### src/rtl/mem_port_arbiter.sv
// mem_port_arbiter
//   Shares one single-port memory between the instruction-fetch requester
//   (read-only) and the memory-stage data requester (read/write). Only one
//   transaction is outstanding at a time. The data side wins ties unless
//   fetch has waited through STARVE_LIMIT back-to-back data grants.
//
// Ports
//   clk, rst_n                 core clock, asynchronous active-low reset
//   if_req_valid/ready, if_addr          fetch request handshake
//   if_rsp_valid, if_rdata               fetch response (one-cycle pulse)
//   dm_req_valid/ready, dm_addr, dm_we,
//   dm_be, dm_wdata                      data request handshake
//   dm_rsp_valid, dm_rdata               data response / write completion
//   mem_req_valid/ready, mem_addr, mem_we,
//   mem_be, mem_wdata                    registered request to memory
//   mem_rsp_valid, mem_rdata             memory response / write ack
//   busy                                 a transaction is in progress
module mem_port_arbiter #(
  parameter int ADDR_W       = 32,
  parameter int DATA_W       = 32,
  parameter int STARVE_LIMIT = 4
) (
  input  logic                clk,
  input  logic                rst_n,

  input  logic                if_req_valid,
  output logic                if_req_ready,
  input  logic [ADDR_W-1:0]   if_addr,
  output logic                if_rsp_valid,
  output logic [DATA_W-1:0]   if_rdata,

  input  logic                dm_req_valid,
  output logic                dm_req_ready,
  input  logic [ADDR_W-1:0]   dm_addr,
  input  logic                dm_we,
  input  logic [DATA_W/8-1:0] dm_be,
  input  logic [DATA_W-1:0]   dm_wdata,
  output logic                dm_rsp_valid,
  output logic [DATA_W-1:0]   dm_rdata,

  output logic                mem_req_valid,
  input  logic                mem_req_ready,
  output logic [ADDR_W-1:0]   mem_addr,
  output logic                mem_we,
  output logic [DATA_W/8-1:0] mem_be,
  output logic [DATA_W-1:0]   mem_wdata,
  input  logic                mem_rsp_valid,
  input  logic [DATA_W-1:0]   mem_rdata,

  output logic                busy
);

  localparam int BE_W = DATA_W / 8;

  localparam logic [1:0] ST_IDLE  = 2'd0;
  localparam logic [1:0] ST_ISSUE = 2'd1;
  localparam logic [1:0] ST_WAIT  = 2'd2;

  localparam logic OWNER_IF = 1'b0;
  localparam logic OWNER_DM = 1'b1;

  localparam logic [3:0] LIMIT = 4'(STARVE_LIMIT);

  logic [1:0]        state_reg;
  logic              owner_reg;
  logic [3:0]        starve_cnt_reg;
  logic [ADDR_W-1:0] mem_addr_reg;
  logic              mem_we_reg;
  logic [BE_W-1:0]   mem_be_reg;
  logic [DATA_W-1:0] mem_wdata_reg;

  logic idle;
  logic starved;
  logic grant_dm;
  logic grant_if;

  // Arbitration is purely combinational in IDLE. Readies are also gated by
  // rst_n because the asynchronous reset holds the FSM in IDLE, where an
  // ungated arbiter would otherwise raise a ready during reset.
  assign idle     = (state_reg == ST_IDLE) && rst_n;
  assign starved  = if_req_valid && (starve_cnt_reg == LIMIT);
  assign grant_dm = idle && dm_req_valid && !starved;
  assign grant_if = idle && if_req_valid && !grant_dm;

  assign if_req_ready = grant_if;
  assign dm_req_ready = grant_dm;

  assign mem_req_valid = (state_reg == ST_ISSUE);
  assign mem_addr      = mem_addr_reg;
  assign mem_we        = mem_we_reg;
  assign mem_be        = mem_be_reg;
  assign mem_wdata     = mem_wdata_reg;

  // Responses are only honoured in WAIT, so a stray pulse in IDLE/ISSUE or
  // one coincident with the issue handshake never reaches a requester.
  assign if_rsp_valid = (state_reg == ST_WAIT) && mem_rsp_valid && (owner_reg == OWNER_IF);
  assign dm_rsp_valid = (state_reg == ST_WAIT) && mem_rsp_valid && (owner_reg == OWNER_DM);
  assign if_rdata     = mem_rdata;
  assign dm_rdata     = mem_rdata;

  assign busy = (state_reg != ST_IDLE);

  always_ff @(posedge clk or negedge rst_n) begin
    if (!rst_n) begin
      state_reg      <= ST_IDLE;
      owner_reg      <= OWNER_IF;
      starve_cnt_reg <= '0;
      mem_addr_reg   <= '0;
      mem_we_reg     <= 1'b0;
      mem_be_reg     <= '0;
      mem_wdata_reg  <= '0;
    end else begin
      case (state_reg)
        ST_IDLE: begin
          if (grant_dm) begin
            state_reg     <= ST_ISSUE;
            owner_reg     <= OWNER_DM;
            mem_addr_reg  <= dm_addr;
            mem_we_reg    <= dm_we;
            mem_be_reg    <= dm_be;
            mem_wdata_reg <= dm_wdata;
            // Count only grants that made fetch wait; saturate at the limit.
            if (if_req_valid) begin
              if (starve_cnt_reg < LIMIT) begin
                starve_cnt_reg <= starve_cnt_reg + 4'd1;
              end
            end else begin
              starve_cnt_reg <= '0;
            end
          end else if (grant_if) begin
            state_reg      <= ST_ISSUE;
            owner_reg      <= OWNER_IF;
            mem_addr_reg   <= if_addr;
            mem_we_reg     <= 1'b0;
            mem_be_reg     <= '1;
            mem_wdata_reg  <= '0;
            starve_cnt_reg <= '0;
          end
        end
        ST_ISSUE: begin
          if (mem_req_ready) begin
            state_reg <= ST_WAIT;
          end
        end
        ST_WAIT: begin
          if (mem_rsp_valid) begin
            state_reg <= ST_IDLE;
          end
        end
        default: begin
          state_reg <= ST_IDLE;
        end
      endcase
    end
  end

endmodule
### config.mk
export PLATFORM = sky130hd
export DESIGN_NAME = mem_port_arbiter
export DESIGN_NICKNAME = d
export VERILOG_FILES = /design/src/rtl/mem_port_arbiter.sv
export SDC_FILE = /design/constraint.sdc
export NUM_CORES = 1
export LEC_CHECK = 0
export CAP_MARGIN = 30
export CORE_AREA = 2 2 107 109
export CTS_CLUSTER_SIZE = 10
export DETAILED_ROUTE_END_ITERATION = 8
export DIE_AREA = 0 0 109 111
export GPL_TIMING_DRIVEN = 0
export PLACE_DENSITY = 0.85
export SETUP_SLACK_MARGIN = 0.5
export SLEW_MARGIN = 20
export SYNTH_ARGS = -nofsm -noshare
export SYNTH_HDL_FRONTEND = slang
export SYNTH_SLANG_ARGS = --single-unit
### constraint.sdc
create_clock -name clk -period 4.8 [get_ports clk]
set_input_delay 1.44 -clock clk [delete_from_list [all_inputs] [get_ports clk]]
set_output_delay 1.44 -clock clk [all_outputs]
set_load 0.02 [all_outputs]
==> results.md, run 1 <==
- Clk sinks: 76
- Status: finished clean
- N_diodes: 0
- Chip height: 111 um
- DR pass1 iterations: 4
- # rows: 39
- Met2 Use GR: 36.1%
- Initial Util: 33.7%
- Detail Route Antenna Nets: 0
- Largest net degree at the start of global routing: 33
- Pins over their slew limit: 0
- First-pass GRT wire length: 19500 um
- Post-Syn Nets: 514
- Horiz. Die Dim: 109 um
- Htree depth: 3
- Syn Area/Cell: 10.0 um2
- DR WL/cell: 16.6 um
- Layer with the highest usage: met2
- CP dominant cell by count: clkdlybuf4s50_1
- Final hold violation count: 0
- Tmin final: 4200 ps
- Max Freq: 238 MHz
- Worst Path Required: 3360 ps
- Multi-input gate area: 0.00116 mm2
- Routed wire length: 13000 um
- Peak supply drop: 316 uV
- CTS Root Buffer Type: clkbuf_16
- Worst Path Class, Setup: input port to primary output
- Grt met3 use: 7.82%
- FF+latch count, synth: 76
- CP top delay family: buffers and inverters
- Crit-path max cell delay: 630 ps
- DRC: 0
- Fin area: 0.00671 mm2
- Post-Syn Area: 0.00373 mm2
- Power Density: 530 mW/mm2
- Crit path max-delay cell type: clkdlybuf4s50_1
- Io pins: 278
- Initial antenna violation count: 0
- Final Wtd Congestion: 0.880
- Setup-failing EPs final: 0
- Vias: 3731
- Share of the synthesized area in the top cell type: 50.9%
- CP Buf/Inv Count: 2
- Register area share after synthesis: 50.9%
- Post-DP HPWL: 10100 um
- Gr usage total: 21.0%
- Final nets: 773
- CP max FO: 2
- Vias in the first global route: 3824
- Final period util: 87.5%
- Clock insertion delay at the later pin of the skew report: 330 ps
- Mapped Cells: 373
- CP startpoint kind: input port
- Starting DRT DRC Count: 143
- Worst Hold Class: flop to flop
- Vias per cell: 4.79
- Max Root-Sink Buffers: 2
- Hold Buf Count CTS: 0
- CP Cell Sequence: clkdlybuf4s50_1 -> nand2_1 -> nor3_1 -> clkdlybuf4s50_1
- Core area: 0.0111 mm2
- Area growth from synthesis to layout: 79.7%
- Synth warnings: 0
- Area after DPL: 0.00638 mm2
- IO buf count: 244
- Unrepaired setup endpoints after global routing: no
- Fillers: 874
- Max-cap viol count: 0
- CTS tree: built
- Total global routing overflow: 0
- Clock Skews: 4.52 ps
- CTS buffer count: 9
- FF/Latch Area: 0.00190 mm2
- Layout cells sized above 1: 16.2%
- Crit path DAT: 2760 ps
- CP Capture Type: primary output
- P_leak: 3.02 nW
- Pin slew with the least headroom to its limit: 610 ps
- Synth area leaders: dfrtp_1 (51%), buf_4 (13%), nand3_1 (13%), a22o_1 (7.7%), nand2_1 (4.1%)
- Leading area contributor after synthesis: dfrtp_1
- Rel. slew slack: 59.3%
- CTS clk-pin slew, worst paths: 50 ps
- Die area: 0.0121 mm2
- Synth cell types: 31
- Hold Worst Slack: 489 ps
- Met1 usage: 23.0%
## layout make-up
cell class	count	share of cell area (%)
timing repair buffer	248	37.8
sequential	76	28.3
multi-input combinational	201	17.3
buffer	90	9.71
clock buffer	12	3.52
tap	143	2.67
inverter	6	0.373
clock inverter	3	0.224
## stage by stage
| step | worst slack, ps | std cells | utilization, % | power (mW) | setup TNS, ps |
|---|---|---|---|---|---|
| floorplan | 883 | 373 | - | 2.01 | 0 |
| detailed placement | -159 | 761 | 57.6 | 2.97 | -315 |
| CTS | 492 | 777 | 60.3 | 3.58 | 0 |
| global route | 522 | 779 | 60.6 | 3.75 | 0 |
| finish | 600 | 779 | 60.6 | 3.56 | 0 |
| global placement | -2650 | 760 | 57.4 | 2.92 | -115420 |
## cells by family after synthesis
kind of cell               synth area share (%)
xor gates and xnor gates                  0.235
DFF                                        50.9
adders and majority gates                 0.670
and+or+nand+nor                            19.7
buffers and inverters                      17.9
AOI/OAI and AO/OA                          10.6
## synth_stat cells
cell type / n
nand3_1: 96
dfrtp_1: 76
buf_4: 67
nand2_1: 41
a22o_1: 33
clkbuf_1: 12
buf_6: 7
inv_1: 5
buf_2: 4
o22a_1: 4
o21ai_0: 3
a21oi_1: 2
and2_1: 2
ha_1: 2
nand2b_1: 2
nor3b_1: 2
a21o_1: 1
a31oi_1: 1
a32o_1: 1
and3_1: 1
inv_2: 1
nand2_4: 1
nand4b_1: 1
nor2_1: 1
nor3_1: 1
nor3b_4: 1
o21a_1: 1
o21ai_1: 1
o21ai_2: 1
or2_2: 1
xor2_1: 1
## worst paths after layout
check                         startpoint       endpoint  slack [ps]  cells after the start
max                        mem_rsp_valid   if_rsp_valid         600                      4
min                            mem_be[0]      mem_be[0]         490                      1
max reg2reg                 state_reg[0]  mem_wdata[12]        2940                      6
min reg2reg                    mem_be[0]      mem_be[0]         490                      1
max in group asynchronous          rst_n   mem_addr[22]        3330                      2
min in group asynchronous          rst_n   mem_addr[24]         940                      1
## power by group
part | internal [mW] | switching, mW | leakage [nW] | total [mW]
clock network | 0.345 | 0.244 | 0.126 | 0.589
registers | 0.942 | 0.192 | 0.953 | 1.13
logic | 0.911 | 0.922 | 1.94 | 1.83
## layout by cell type, fill, tap and decap left out, drive strengths merged
master / n
a21o: 1
clkdlybuf4s50: 239
nand2: 42
o22a: 4
or2: 1
o21a: 1
nand4b: 1
a31oi: 1
bufbuf: 1
a21oi: 2
clkinv: 3
dfrtp: 76
clkdlybuf4s15: 1
and3: 1
dlygate4sd2: 2
o21ai: 5
nand2b: 2
buf: 81
and2: 2
a22o: 33
a32o: 1
clkbuf: 26
nor2: 1
nor3b: 3
nand3: 96
xor2: 1
inv: 6
nor3: 1
ha: 2
## routing by layer
| layer | part of all wire [%] | vias up | routed length (um) |
|---|---|---|---|
| li1 | - | 1760 | - |
| met5 | 0 | - | 0 |
| met2 | 49 | 202 | 6390 |
| met1 | 37 | 1742 | 4750 |
| met3 | 11 | 27 | 1480 |
| met4 | 2.6 | 0 | 331 |
## what timing repair did
item	4_1_cts	5_1_grt
resized for setup	13	1
buffers inserted	0	1
gates cloned	1	1
endpoints found under the setup margin	3	2
No activity file was read; power rests on OpenSTA's default activity.
==> inputs of run 2 (changes only) <==
--- a/config.mk
+++ b/config.mk
@@ -7,7 +7,6 @@
 export LEC_CHECK = 0
 export CAP_MARGIN = 30
 export CORE_AREA = 2 2 107 109
-export CTS_CLUSTER_SIZE = 10
 export DETAILED_ROUTE_END_ITERATION = 8
 export DIE_AREA = 0 0 109 111
 export GPL_TIMING_DRIVEN = 0
==> results of run 2 <==
Same layout as run 1: the final DEF is identical, and so are final timing and power.
